### src/rtl/song_tutor_pkg.sv
// Shared note codes, FSM state encoding and the note-to-LED helper for the melody tutor.
package song_tutor_pkg;

  localparam logic [3:0] NOTE_D = 4'd2;
  localparam logic [3:0] NOTE_E = 4'd3;
  localparam logic [3:0] NOTE_F = 4'd4;
  localparam logic [3:0] NOTE_G = 4'd5;
  localparam logic [3:0] NOTE_A = 4'd6;
  localparam logic [3:0] NOTE_B = 4'd7;

  typedef enum logic [1:0] {
    S_IDLE         = 2'd0,
    S_WAIT_PRESS   = 2'd1,
    S_WAIT_REL     = 2'd2,
    S_WAIT_REL_BAD = 2'd3
  } state_t;

  // Code 1 lights bit 0; codes outside 1..led_w (led_w <= 32) light nothing.
  function automatic logic [31:0] note_to_led(input logic [15:0] code, input int led_w);
    logic [31:0] v;
    v = '0;
    if (code != 16'd0 && int'(code) <= led_w) v = 32'd1 << (code - 16'd1);
    return v;
  endfunction

endpackage

### src/rtl/song_tutor_ram.sv
// Melody store: one synchronous write port, one combinational read port, no reset.
module song_tutor_ram
  import song_tutor_pkg::*;
#(
  parameter int NOTE_W = 4,
  parameter int DEPTH  = 32,
  parameter int AW     = $clog2(DEPTH)
) (
  input  logic              CLK,
  input  logic              i_we,
  input  logic [AW-1:0]     i_waddr,
  input  logic [NOTE_W-1:0] i_wdata,
  input  logic [AW-1:0]     i_raddr,
  output logic [NOTE_W-1:0] o_rdata
);
  logic [NOTE_W-1:0] r_mem [DEPTH];

  always_ff @(posedge CLK) begin
    if (i_we) r_mem[i_waddr] <= i_wdata;
  end

  assign o_rdata = r_mem[i_raddr];
endmodule

### src/rtl/song_tutor.sv
// Melody tutor: follows key presses against the stored melody, counts mistakes and
// lights a hint LED for the awaited note after a long idle period.
module song_tutor
  import song_tutor_pkg::*;
#(
  parameter int NOTE_W    = 4,
  parameter int NOTE_NONE = 0,
  parameter int MAX_LEN   = 32,
  parameter int HINT_CYC  = 50000000,
  parameter int MISS_W    = 8,
  parameter int LED_W     = 8,
  localparam int IW       = $clog2(MAX_LEN)
) (
  input  logic              CLK,
  input  logic              RESET_N,
  input  logic [NOTE_W-1:0] note,
  input  logic              start,
  input  logic              abort,
  input  logic              mode_strict,
  input  logic [IW:0]       song_len,
  input  logic              load_we,
  input  logic [IW-1:0]     load_addr,
  input  logic [NOTE_W-1:0] load_note,
  output logic              busy,
  output logic [NOTE_W-1:0] expected,
  output logic [IW:0]       progress,
  output logic              done,
  output logic              mistake,
  output logic [MISS_W-1:0] mistakes,
  output logic              hint,
  output logic [LED_W-1:0]  led
);
  localparam int TW = $clog2(HINT_CYC + 1);
  localparam logic [NOTE_W-1:0] NONE_C  = NOTE_W'(NOTE_NONE);
  localparam logic [TW-1:0]     HINT_C  = TW'(HINT_CYC);
  localparam logic [IW:0]       LEN_MAX = (IW+1)'(MAX_LEN);
  localparam logic [IW:0]       ONE_P   = (IW+1)'(1);

  state_t            r_state, w_state_nxt;
  logic [IW-1:0]     r_idx, w_idx_nxt;
  logic [IW:0]       r_len, w_len_nxt, r_progress, w_prog_nxt, w_last;
  logic              r_strict, w_strict_nxt;
  logic [MISS_W-1:0] r_mistakes, w_miss_nxt;
  logic [TW-1:0]     r_cnt, w_cnt_nxt;
  logic              r_busy, w_busy_nxt, r_done, w_done_nxt, r_mistake, w_mistake_nxt;
  logic              r_hint, w_hint_nxt;
  logic [NOTE_W-1:0] r_expected, w_exp_nxt, w_rd_note;
  logic [LED_W-1:0]  r_led;
  logic              w_ram_we, w_len_ok;

  assign w_ram_we = load_we && (r_state == S_IDLE);
  assign w_len_ok = (song_len != '0) && (song_len <= LEN_MAX);
  assign w_last   = r_len - ONE_P;

  song_tutor_ram #(.NOTE_W(NOTE_W), .DEPTH(MAX_LEN), .AW(IW)) u_ram (
    .CLK     (CLK),
    .i_we    (w_ram_we),
    .i_waddr (load_addr),
    .i_wdata (load_note),
    .i_raddr (w_idx_nxt),
    .o_rdata (w_rd_note)
  );

  always_comb begin
    w_state_nxt   = r_state;
    w_idx_nxt     = r_idx;
    w_len_nxt     = r_len;
    w_strict_nxt  = r_strict;
    w_prog_nxt    = r_progress;
    w_miss_nxt    = r_mistakes;
    w_busy_nxt    = r_busy;
    w_done_nxt    = 1'b0;
    w_mistake_nxt = 1'b0;
    if (abort) begin
      w_state_nxt = S_IDLE;
      w_busy_nxt  = 1'b0;
    end else begin
      case (r_state)
        S_IDLE: begin
          if (start && w_len_ok) begin
            w_len_nxt    = song_len;
            w_strict_nxt = mode_strict;
            w_idx_nxt    = '0;
            w_prog_nxt   = '0;
            w_miss_nxt   = '0;
            w_busy_nxt   = 1'b1;
            w_state_nxt  = S_WAIT_PRESS;
          end
        end
        S_WAIT_PRESS: begin
          if (note != NONE_C) begin
            if (note == r_expected) begin
              w_state_nxt = S_WAIT_REL;
            end else begin
              w_mistake_nxt = 1'b1;
              if (r_mistakes != '1) w_miss_nxt = r_mistakes + MISS_W'(1);
              if (r_strict) begin
                w_idx_nxt  = '0;
                w_prog_nxt = '0;
              end
              w_state_nxt = S_WAIT_REL_BAD;
            end
          end
        end
        S_WAIT_REL: begin
          // Key changes while held are not new presses; only release advances.
          if (note == NONE_C) begin
            w_prog_nxt = r_progress + ONE_P;
            if ({1'b0, r_idx} == w_last) begin
              w_done_nxt  = 1'b1;
              w_busy_nxt  = 1'b0;
              w_state_nxt = S_IDLE;
            end else begin
              w_idx_nxt   = r_idx + IW'(1);
              w_state_nxt = S_WAIT_PRESS;
            end
          end
        end
        S_WAIT_REL_BAD: begin
          if (note == NONE_C) w_state_nxt = S_WAIT_PRESS;
        end
        default: w_state_nxt = S_IDLE;
      endcase
    end
  end

  assign w_exp_nxt  = (w_state_nxt == S_IDLE) ? NONE_C : w_rd_note;
  assign w_cnt_nxt  = (r_state == S_WAIT_PRESS && w_state_nxt == S_WAIT_PRESS) ?
                      ((r_cnt == HINT_C) ? r_cnt : r_cnt + TW'(1)) : '0;
  assign w_hint_nxt = (w_state_nxt == S_WAIT_PRESS) && (w_cnt_nxt == HINT_C);

  always_ff @(posedge CLK or negedge RESET_N) begin
    if (!RESET_N) begin
      r_state    <= S_IDLE;
      r_idx      <= '0;
      r_len      <= '0;
      r_strict   <= 1'b0;
      r_progress <= '0;
      r_mistakes <= '0;
      r_cnt      <= '0;
      r_busy     <= 1'b0;
      r_done     <= 1'b0;
      r_mistake  <= 1'b0;
      r_hint     <= 1'b0;
      r_expected <= NONE_C;
      r_led      <= '0;
    end else begin
      r_state    <= w_state_nxt;
      r_idx      <= w_idx_nxt;
      r_len      <= w_len_nxt;
      r_strict   <= w_strict_nxt;
      r_progress <= w_prog_nxt;
      r_mistakes <= w_miss_nxt;
      r_cnt      <= w_cnt_nxt;
      r_busy     <= w_busy_nxt;
      r_done     <= w_done_nxt;
      r_mistake  <= w_mistake_nxt;
      r_hint     <= w_hint_nxt;
      r_expected <= w_exp_nxt;
      r_led      <= w_hint_nxt ? LED_W'(note_to_led(16'(w_exp_nxt), LED_W)) : '0;
    end
  end

  assign busy     = r_busy;
  assign expected = r_expected;
  assign progress = r_progress;
  assign done     = r_done;
  assign mistake  = r_mistake;
  assign mistakes = r_mistakes;
  assign hint     = r_hint;
  assign led      = r_led;
endmodule

### config.mk
export PLATFORM = sky130hd
export DESIGN_NAME = song_tutor
export DESIGN_NICKNAME = d
export VERILOG_FILES = /design/src/rtl/song_tutor_pkg.sv /design/src/rtl/song_tutor_ram.sv /design/src/rtl/song_tutor.sv
export SDC_FILE = /design/constraint.sdc
export NUM_CORES = 1
export LEC_CHECK = 0
export ABC_AREA = 1
export BUFFER_PORTS_ARGS = -buffer_cell sky130_fd_sc_hd__buf_2
export CELL_PAD_IN_SITES_DETAIL_PLACEMENT = 1
export CELL_PAD_IN_SITES_GLOBAL_PLACEMENT = 1
export CORE_UTILIZATION = 43
export CTS_BUF_LIST = sky130_fd_sc_hd__clkbuf_8
export CTS_CLUSTER_SIZE = 24
export DETAILED_ROUTE_END_ITERATION = 10
export GPL_TIMING_DRIVEN = 0
export PLACE_DENSITY_LB_ADDON = 0.05
export SYNTH_ARGS = -nofsm -noshare
export SYNTH_HDL_FRONTEND = slang
export SYNTH_HIERARCHICAL = 1
export SYNTH_SLANG_ARGS = --single-unit
export TNS_END_PERCENT = 100
### constraint.sdc
create_clock -name CLK -period 4.13 [get_ports CLK]
set_input_delay 0.413 -clock CLK [delete_from_list [all_inputs] [get_ports CLK]]
set_output_delay 0.413 -clock CLK [all_outputs]
set_load 0.1 [all_outputs]
* Yosys cells after proc, flatten, opt, wreduce, memory -nomap -nowiden
Memories as Yosys holds them, arrays and structs flattened.
Cells that the tools add are included.
** Storage, ports and cells
- Flip-flop bits (word level) :: 70
- Bits in writable memories :: 128
- Input port bits :: 25
- Output and inout port bits :: 30
- Logic and storage cells :: 108
- Memories kept :: 1
** Memories
- u_ram.r_mem :: words 32, bits a word 4, read ports 1, clocked after memory_dff 0, write ports 1, RTL line song_tutor_ram.sv:16 : logic [NOTE_W-1:0] r_mem [DEPTH];
** Cells by class
- Add/subtract/negate cells :: 6
- Magnitude comparators :: 2
- Equal/unequal tests :: 18
- Shifts and indexed selects :: 1
- Muxes and demuxes :: 47
- Bitwise operators :: 1
- Reduce and logical (&&, ||, !) cells :: 19
** Operators by type and width (number)
- $eq 26x26->1 const B :: 2
- $mux 26 :: 2
- $mux 8 :: 6
- $mux 5 :: 7
- $mux 6 :: 5
- $add 26x1->26 const B :: 1
- $pmux 6 s3 :: 1
- $mux 1 :: 16
- $pmux 8 s2 :: 1
- $shl 1x16->8 const A :: 1
- $pmux 5 s3 :: 1
- $mux 2 :: 5
- $ne 2x2->1 const B :: 5
- $add 8x1->8 const B :: 1
- $ne 8x8->1 const B :: 1
- $pmux 2 s4 :: 1
- $reduce_bool 4->1 :: 2
- $reduce_and 7->1 :: 1
- $add 6x1->6 const B :: 1
- $eq 5x6->1 :: 1
- $le 6x6->1 const B :: 1
- $logic_and 1x1->1 :: 6
- $ne 3x3->1 const B :: 2
- $reduce_and 6->1 :: 1
- other kinds (19) :: 23

* Longest topological paths before layout
Gate-level depths: netlist of the first run.
- Depth in word-level cells :: 12
- Depth in mapped cells :: 33
- Gate-level depth less buffers :: 31

* Hierarchy
The synthesis of the first run kept the hierarchy.
** Modules (own cells, without submodules)
- song_tutor_ram :: times used 1, cells an instance 482, area an instance 5416.4 µm², seq. area each 3843.7 µm²
- song_tutor :: times used 1, cells an instance 563, area an instance 4146.5 µm², seq. area each 1751.7 µm²

* Least setup slack after synthesis of the first run
OpenSTA, ideal clock, no wires.
- Kind :: register -> register
- Start :: register r_expected[0] (netlist: expected[0])
- End :: register r_led[0] (netlist: led[0])
- Library setup time :: 0.072 ns
- Arrival time :: 3.422 ns
- Data required time :: 4.058 ns
- Setup slack :: 0.636 ns
- Cell stages (with the launch flop) :: 26
- Path buffers :: 2
- Clock period less this slack :: 3.494 ns
- Cells stage by stage :: dfrtp_1 xnor2_1 nand4_1 nand2_1 inv_1 nand2_1 inv_1 o32ai_1 nand3_1 o21ai_0 buf_2 inv_1 buf_6 nand3_1 nand2_1 nand2_1 nand2_1 nand2_1 nand2_1 nand2_2 ha_1 nand3b_1 nand3_1 nor2_1 nand2_1 nor2_1
** Between the ends
- Longest elaborated chain between the ends :: 11
- Elaborated cells between the ends (all ways) :: 24
- Classes of those cells :: add/sub (1); order compare (1); eq/ne (3); shift (1); mux (12); reduce/logical (5); memory (1)
** RTL lines
- start: declaration :: RTL line song_tutor.sv:47 : logic [NOTE_W-1:0] r_expected, w_exp_nxt, w_rd_note;
- start signal: assignment :: RTL line song_tutor.sv:159 : r_expected <= w_exp_nxt;
- $eq 4x4->1 * :: RTL line song_tutor.sv:92 : if (note == r_expected) begin
- $mux 5 * :: RTL line song_tutor.sv:92
- $mux 5 * :: RTL line song_tutor.sv:91 : if (note != NONE_C) begin
- $pmux 5 s3 * :: RTL line song_tutor.sv:78 : case (r_state)
- $mux 5 * :: RTL line song_tutor.sv:74 : if (abort) begin
- net w_idx_nxt[2] :: RTL line song_tutor.sv:40 : logic [IW-1:0] r_idx, w_idx_nxt;
- $mem_v2 32x4 *
- net w_rd_note[0] :: RTL line song_tutor.sv:47
- $mux 4 * :: RTL line song_tutor.sv:127 : assign w_exp_nxt = (w_state_nxt == S_IDLE) ? NONE_C : w_rd_note;
- $sub 4x1->5 (tied with other cells) :: RTL line song_tutor_pkg.sv:22 : if (code != 16'd0 && int'(code) <= led_w) v = 32'd1 << (code - 16'd1);
- $shl 1x16->8 or $logic_and 1x1->1 (tied branches) :: RTL line song_tutor_pkg.sv:22
- $mux 8 * :: RTL line song_tutor_pkg.sv:22
- $mux 8 * :: RTL line song_tutor.sv:160 : r_led <= w_hint_nxt ? LED_W'(note_to_led(16'(w_exp_nxt), LED_W)) : '0;
- end signal: assignment :: RTL line song_tutor.sv:160
- end: declaration :: RTL line song_tutor.sv:48 : logic [LED_W-1:0] r_led;
Mark *: on every way through the listed nets, which the timed path passes. The rest lies on a longest branch.
A chain may end at the register's enable or synchronous reset.

* Worst setup path after layout of the first run
- Start :: register r_len[0]
- End :: register r_led[2] (netlist: led[2])
** Between the ends
- Longest elaborated chain between the ends :: 12
- Elaborated cells between the ends (all ways) :: 25
- Classes of those cells :: add/sub (2); order compare (1); eq/ne (3); shift (1); mux (12); reduce/logical (5); memory (1)
** RTL lines
- start: declaration :: RTL line song_tutor.sv:41 : logic [IW:0] r_len, w_len_nxt, r_progress, w_prog_nxt, w_last;
- start signal: assignment :: RTL line song_tutor.sv:150 : r_len <= w_len_nxt;
- $sub 6x1->6 * :: RTL line song_tutor.sv:53 : assign w_last = r_len - ONE_P;
- $eq 5x6->1 * :: RTL line song_tutor.sv:109 : if ({1'b0, r_idx} == w_last) begin
- $mux 5 * :: RTL line song_tutor.sv:109
- $mux 5 * :: RTL line song_tutor.sv:107 : if (note == NONE_C) begin
- $pmux 5 s3 * :: RTL line song_tutor.sv:78
- $mux 5 * :: RTL line song_tutor.sv:74
- net w_idx_nxt[2] :: RTL line song_tutor.sv:40
- $mem_v2 32x4 *
- net w_rd_note[0] :: RTL line song_tutor.sv:47
- $mux 4 * :: RTL line song_tutor.sv:127
- $sub 4x1->5 (tied with other cells) :: RTL line song_tutor_pkg.sv:22
- $shl 1x16->8 or $logic_and 1x1->1 (tied branches) :: RTL line song_tutor_pkg.sv:22
- $mux 8 * :: RTL line song_tutor_pkg.sv:22
- $mux 8 * :: RTL line song_tutor.sv:160
Marked as above.

==> results.md, run 1 <==
- Status: finished clean
- Sw Ratio: 38.5%
- Sequential cell area: 0.00560 mm²
- Slowest CP cell: dfrtp_1
- Most used cell, CP: nand2_1
- Antenna Nets Post-Route: 0
- Mapped Cells: 1045
- Fillers: ~2600
- TritonCTS clock tree: yes
- Synth Flop Type: edfxtp_1
- Final Hold Fails: 0
- Yosys top cell area share: about two fifths
- Syn Area/Cell: 9.15 µm²
- Die X: 151 µm
- Die footprint: 0.0228 mm²
- Fin Setup TNS: 0 ps
- Pre-antenna DRT Iters: 4
- Pint: 3.29 mW
- Final period utilization: 93.8%
- Max_cap viols: 0
- Vias in the first global route: 7659
- Initial antenna violation count: 0
- Max-slew violation count: 0
- Final core occ: 50.7%
- FF-to-FF path depth: 31
- Layout Skew: 21.7 ps
- Max clock buf depth: 2
- Reg-to-reg startpoint: r_len[0]
- CTS H-tree depth: 4
- Setup crit end kind: flop
- Flop pwr share: 42.4%
- Final WL: 26.3 mm
- Hold Path Stages: 3
- Peak supply drop: 0.000214 V
- Seq/Total Area, Yosys: 58.5%
- Total GRT Usage: between 20% and 30%
- Final Setup Violations: 0
- Arr. time, crit path: 4290 ps
- Mapped cell area: 0.00956 mm²
- CP Data Required Time: ~4600 ps
- Pwr dens: 483 mW/mm²
- Leakage dissipation: 4.56 nW
- CP Launch Type: flop
- FFs w/ async S/R, synth: between 30 and 40%
- Routed vias: between 7000 and 8000
- Power Total: 5.34 mW
- Yosys cell types: 42
- Fmax: approximately 0.26 GHz
- DPL Wire Length: 18.1 mm
- CP peak stage delay: 400 ps
- Hold crit path type: in -> reg
- Post-route DRC: 0
- Crit path max fanout: 8
- GPL Wtd Cong: 0.845
- Synth Net Count: 1077
- Port bufs: 54
- Total core area: 0.0218 mm²
- GRT overflow: 0
- Power share of the clock group: 26.1%
- DRT iter0 DRCs: 354
- Post-DR vias/cell: 5.18
- Area growth syn-to-layout: 15.6%
- Top Ports: 55
- Critical path class: reg -> reg
- # nets final: about 1200
- Area of the multi-input gates: 0.00349 mm²
- Clk root buf: clkbuf_8
- Flop-to-flop setup slack: about 250 ps
- Drt wl/cell: 18.3 µm
- Num rows: 54
- Logic pwr share: 31.6%
- Synth area leader: edfxtp_1
- Diode count: 0
- Die Ht: 151 µm
- Worst hold endpoint: r_len[4]
- Worst slew pin tran: 706 ps
- Slew margin rel.: between 50% and 60%
- Fin crit period: 3880 ps
- Worst-path clk slew: between 100 and 150 ps
- Post-synth EDFFs: 128
- Design area: around 0.011 mm²
- Clock sink total: 198
- First-pass GRT wire length: 40.6 mm
- Cell Area, Placed: 0.0102 mm²
- Num CTS Buffers: 17
- Hold path start: song_len[4]
- Share of layout cells above drive strength 1: 16.9%
- Sw power: 2.05 mW
- Yosys warnings: 6
- Post-synthesis sequential element count: ~200
- Clock Latency Late Sink: 490 ps
- Largest net degree at the start of global routing: 57
- Synth area leaders: edfxtp_1, dfrtp_1, nand2_1, nand3_1, nor2_1
- Initial Util: 43.8%
- Worst R2R End: led[2]
sequential cells by signal, summed over array words and instances (netlist names), 2 cells and up:
name / flops
expected: 4
led: 8
mistakes: 8
progress: 6
r_cnt: 26
r_idx: 5
r_len: 6
r_state: 2
u_ram/r_mem: 128
worst max path at each step:
stage	start	end	slack (ps)
after CTS	r_len[0]	led[0]	20
after floorplan	expected[0]	led[0]	640
after global placement	r_len[0]	led[0]	-240
final	r_len[0]	led[2]	250
after detailed placement	r_len[0]	led[0]	-260
after global routing	r_len[0]	led[2]	-80
critical path: cells and delay by family, from the launching register on:
kind	cells	cell delay, ps
AO/OA/AOI/OAI	2	320
adder cells (fa/ha/maj)	2	340
buffers and inverters	6	940
flip-flops	1	400
AND/OR/NAND/NOR	21	1830
cell type report:
type / instances / share of cell area, %
Clock buffer: 17 / 2.12
Sequential cell: 198 / 50.6
Tap cell: 280 / 3.17
Buffer: 28 / 2.43
Timing Repair Buffer: 81 / 4.73
Inverter: 97 / 3.37
Multi-Input combinational cell: 722 / 31.5
Clock inverter: 15 / 2.06
stage by stage:
step	hold slack [ps]	setup WS (ps)	std cells
after floorplan	117	636	1045
after global placement	470	-237	1379
after detailed placement	297	-265	1380
after CTS	113	16.0	1417
after global routing	128	-75.6	1438
final	146	255	1438
synth_stat cells (9+ instances only):
| cell type | instances |
|---|---|
| xnor2_1 | 11 |
| inv_2 | 9 |
| nor3_1 | 17 |
| nand3_1 | 149 |
| xor2_1 | 15 |
| dfrtp_1 | 70 |
| o21ai_0 | 29 |
| nand4_1 | 9 |
| buf_2 | 9 |
| inv_1 | 87 |
| edfxtp_1 | 128 |
| nand2_1 | 303 |
| nor2_1 | 122 |
| a21oi_1 | 13 |
per-layer routing:
metal  routed length (µm)  GRT usage [%]  share of wire (%)  up-vias
met2                13100           41.7                 50      153
met3                 1290           3.73                4.9       39
li1                     -              -                  -     3648
met1                11200           30.1                 43     3611
met5                    0              0                  0        -
met4                  726           8.60                2.8        0
timing repair:
item	4_1_cts	5_1_grt
resized for setup	9	38
buffers inserted	4	19
hold buffers	1	0
endpoints found under the setup margin	8	8
hold endpoints to repair	14	0
cloned	0	2
pin swaps	1	12
power by group through the flow:
stage	logic, mW	clock network (mW)	registers [mW]
after floorplan	0.820	0	2.52
after global placement	1.43	0	2.31
after detailed placement	1.46	0	2.31
after CTS	1.49	1.43	2.26
after global routing	1.85	1.51	2.28
final	1.69	1.39	2.26
cell families (layout without fill, tap and decap cells):
logic type	Yosys count	in the layout	share of synthesized area, %
AOI/OAI and AO/OA	55	55	3.21
xor gates and xnor gates	26	26	2.38
adders and majority gates	7	7	0.916
buffers and inverters	125	238	6.10
DFF	198	198	58.5
and+or+nand+nor	634	634	28.9
cell usage in the layout (no fill, tap or decap), types with 3 or more instances in the layout:
master and count:
nor2_4 9, nand3_2 10, xor2_1 15, nor2_1 116, nand2_1 300, nand2_2 7
xnor2_1 11, nand3_1 141, nand4_1 9, inv_1 84, buf_8 5, clkinv_8 6
buf_4 28, clkbuf_4 3, dfrtp_1 70, inv_2 10, nor2_2 10, buf_2 58
ha_1 6, buf_6 8, nor3_1 17, edfxtp_1 128, a21oi_1 13, clkbuf_8 18
o21ai_0 28, nor4_1 3, inv_8 6
No activity file was read; power rests on OpenSTA's default activity.
==> run 2, diff against run 1 <==
CORE_ASPECT_RATIO = 0.75   (was default)
RECOVER_POWER = 25   (was default)
==> run 2 against run 1 <==
  * The run now ends with max-capacitance violations, max-slew violations left
  * Critical path depth fell by 1
  * Wire length increased by 5.8%
  * Total power increased by 2.6%
  * Sequential power about the same
  * Hold slack improved by 12 ps
  * Die area about the same
  * Via count grew 3.9%
  * Final area up 1.8%
  * Register-to-register slack lost 20 ps
==> results.md, run 2 (same netlist as run 1, synthesis figures left out) <==
- Arr. time, crit path: 4310 ps (+20 ps)
- Largest net degree at the start of global routing: 63 (+11%)
- Num rows: 46 (-15%)
- Most common cell after layout, fill and taps aside: nand2_1
- Hold Path Stages: 3 (unchanged)
- Initial Util: 44.5% (+0.73 points)
- Most frequent cells in the layout: nand2_1, nand3_1, edfxtp_1
- Critical path class: reg -> reg
- Status: finished, violations left
- Initial antenna violation count: 0 (unchanged)
- GPL Wtd Cong: 0.850 (+0.59%)
- Total GRT Usage: 24.4% (+0.45 points)
- Pwr dens: 486 mW/mm² (+0.72%)
- Slowest CP cell: dfrtp_1
- Vias in the first global route: 7626 (-0.43%)
- Most used cell, CP: nand2_1
- Die X: 174 µm (+15%)
- Total core area: 0.0215 mm² (-1.6%)
- Max_cap viols: 4 (+4)
- Fin crit period: 3900 ps (+20.3 ps)
- Port bufs: 54 (unchanged)
- Final worst slack: 234 ps (-20.3 ps)
- Final hold slack: 158 ps (+12.4 ps)
- Max-slew violation count: 131 (+131)
- Worst-path clk slew: 100 ps (-20 ps)
- Final Hold Fails: 0 (unchanged)
- CTS H-tree depth: 4 (unchanged)
- Setup crit start: r_len[0]
- Cell Area, Placed: 0.0102 mm² (about the same)
- # nets final: 1182 (+0.42%)
- First-pass GRT wire length: 42.5 mm (+4.6%)
- Hold crit path type: in -> reg
- FF-to-FF path depth: 30 (-3.2%)
- Fillers: 2508 (-2.1%)
- Share of layout cells above drive strength 1: 18.3% (+1.4 points)
- Worst slew pin tran: 1640 ps (+932 ps)
- Die footprint: 0.0228 mm² (about the same)
- Final Setup Violations: 0 (unchanged)
- Slew margin rel.: -9.21% (-62 points)
- Max reg flops: 128 (unchanged)
- Clk root buf: clkbuf_8
- Crit path max fanout: 10 (+2)
- Antenna Nets Post-Route: 0 (unchanged)
- Clock sink total: 198 (unchanged)
- Diode count: 0 (unchanged)
- Failing checks: max-capacitance violations, max-slew violations
- Largest regs: u_ram/r_mem: 128 flops, r_cnt: 26 flops
- Fmax: 0.257 GHz (-0.52%)
- Post-DR vias/cell: 5.33 (+2.9%)
- DRT iter0 DRCs: 550 (+55%)
- CP Data Required Time: 4540 ps (about the same)
- TritonCTS clock tree: yes
- Max clock buf depth: 2 (unchanged)
- Reg-to-reg startpoint: r_len[0]
- Pre-antenna DRT Iters: 5 (+1)
- Clock Latency Late Sink: 480 ps (about the same)
- Biggest register: u_ram/r_mem
- CP peak stage delay: 410 ps (about the same)
- Top Ports: 55 (unchanged)
- Drt wl/cell: 19.2 µm (+4.9%)
- Final core occ: 52.5% (+1.8 points)
- Final WL: 27.8 mm (+5.8%)
- GRT overflow: 0 (unchanged)
- Routed vias: 7740 (+3.9%)
- Hold path start: mode_strict
- CP Launch Type: flop
- Area growth syn-to-layout: 17.8%
- Num CTS Buffers: 17 (unchanged)
- Layout Skew: 11.5 ps (-10.2 ps)
- Final period utilization: 94.3% (+0.49 points)
- Peak supply drop: 0.000218 V (+1.8%)
- Post-place setup slack: -239 ps (+26.0 ps)
- Design area: 0.0113 mm² (+1.8%)
- Post-route DRC: 0 (unchanged)
- Leakage dissipation: 4.62 nW (+1.3%)
- DPL Wire Length: 19.2 mm (+6.1%)
- Die Ht: 131 µm (-13%)
- Setup crit end kind: flop
run 2: changes by cell type in the layout (fill, tap and decap cells not counted), moves of 6 or more:
cell / previous run / this run
clkinv_8: 6 / 0
nand3_1: 141 / 130
nand2_2: 7 / 13
inv_8: 6 / 0
nand3_2: 10 / 20
nand2_1: 300 / 293
run 2: final cells by class:
| type | instances | area, µm² | share of cell area [%] |
|---|---|---|---|
| flip-flops and latches | 198 | 5600 | 49.7 |
| well taps | 288 | 360 | 3.20 |
| repair buffers | 87 | 628 | 5.58 |
| multi-input cells | 722 | 3590 | 31.9 |
| clock buffers | 17 | 234 | 2.08 |
| inverters | 97 | 377 | 3.34 |
| clock inverters | 15 | 200 | 1.78 |
| plain buffers | 27 | 272 | 2.41 |
run 2: path summary, 6_finish.rpt:
path,slack (ps),endpoint
max in group asynchronous,2930,r_cnt[19]
worst min-delay path,160,r_strict
worst max register to register,230,led[0]
worst min register to register,480,progress[5]
min in group asynchronous,450,mistakes[5]
worst max-delay path,230,led[0]
run 2: critical path, delay by kind of cell, from the launching register on:
family	cells	cell delay (ps)
buffers and inverters	4	540
flip-flops	1	410
AND/OR/NAND/NOR	19	1830
AO/OA/AOI/OAI	4	560
XOR/XNOR	1	120
adder cells (fa/ha/maj)	2	360
run 2: what timing repair did:
item                                   in CTS  in global routing
cloned                                      0                  4
hold buffers                                1                  0
endpoints found under the hold margin       8                  0
buffers inserted                            2                 25
gates resized for setup                    11                 70
pin swaps                                   1                 26
setup endpoints to repair                   8                  8
run 2: metal layers:
layer	GRT usage [%]	vias up	part of all wire (%)
met5	0	-	0
met3	4.80	19	5.2
met1	37.3	3877	50
met4	4.68	0	0.83
met2	36.0	167	44
li1	-	3677	-
run 2: report_power, final:
group / internal (mW) / switching (mW) / total, mW
combinational: 0.607 / 1.23 / 1.84
clock: 0.663 / 0.712 / 1.38
sequential: 2.19 / 0.0739 / 2.27
run 2: stage by stage:
stage                     setup TNS (ps)  cells  power [mW]
after global placement              -730   1387        3.76
final                                  0   1451        5.48
after global routing                -107   1451        5.74
after CTS                              0   1423        5.20
after detailed placement           -1270   1388        3.80
after floorplan                        0   1045        3.34
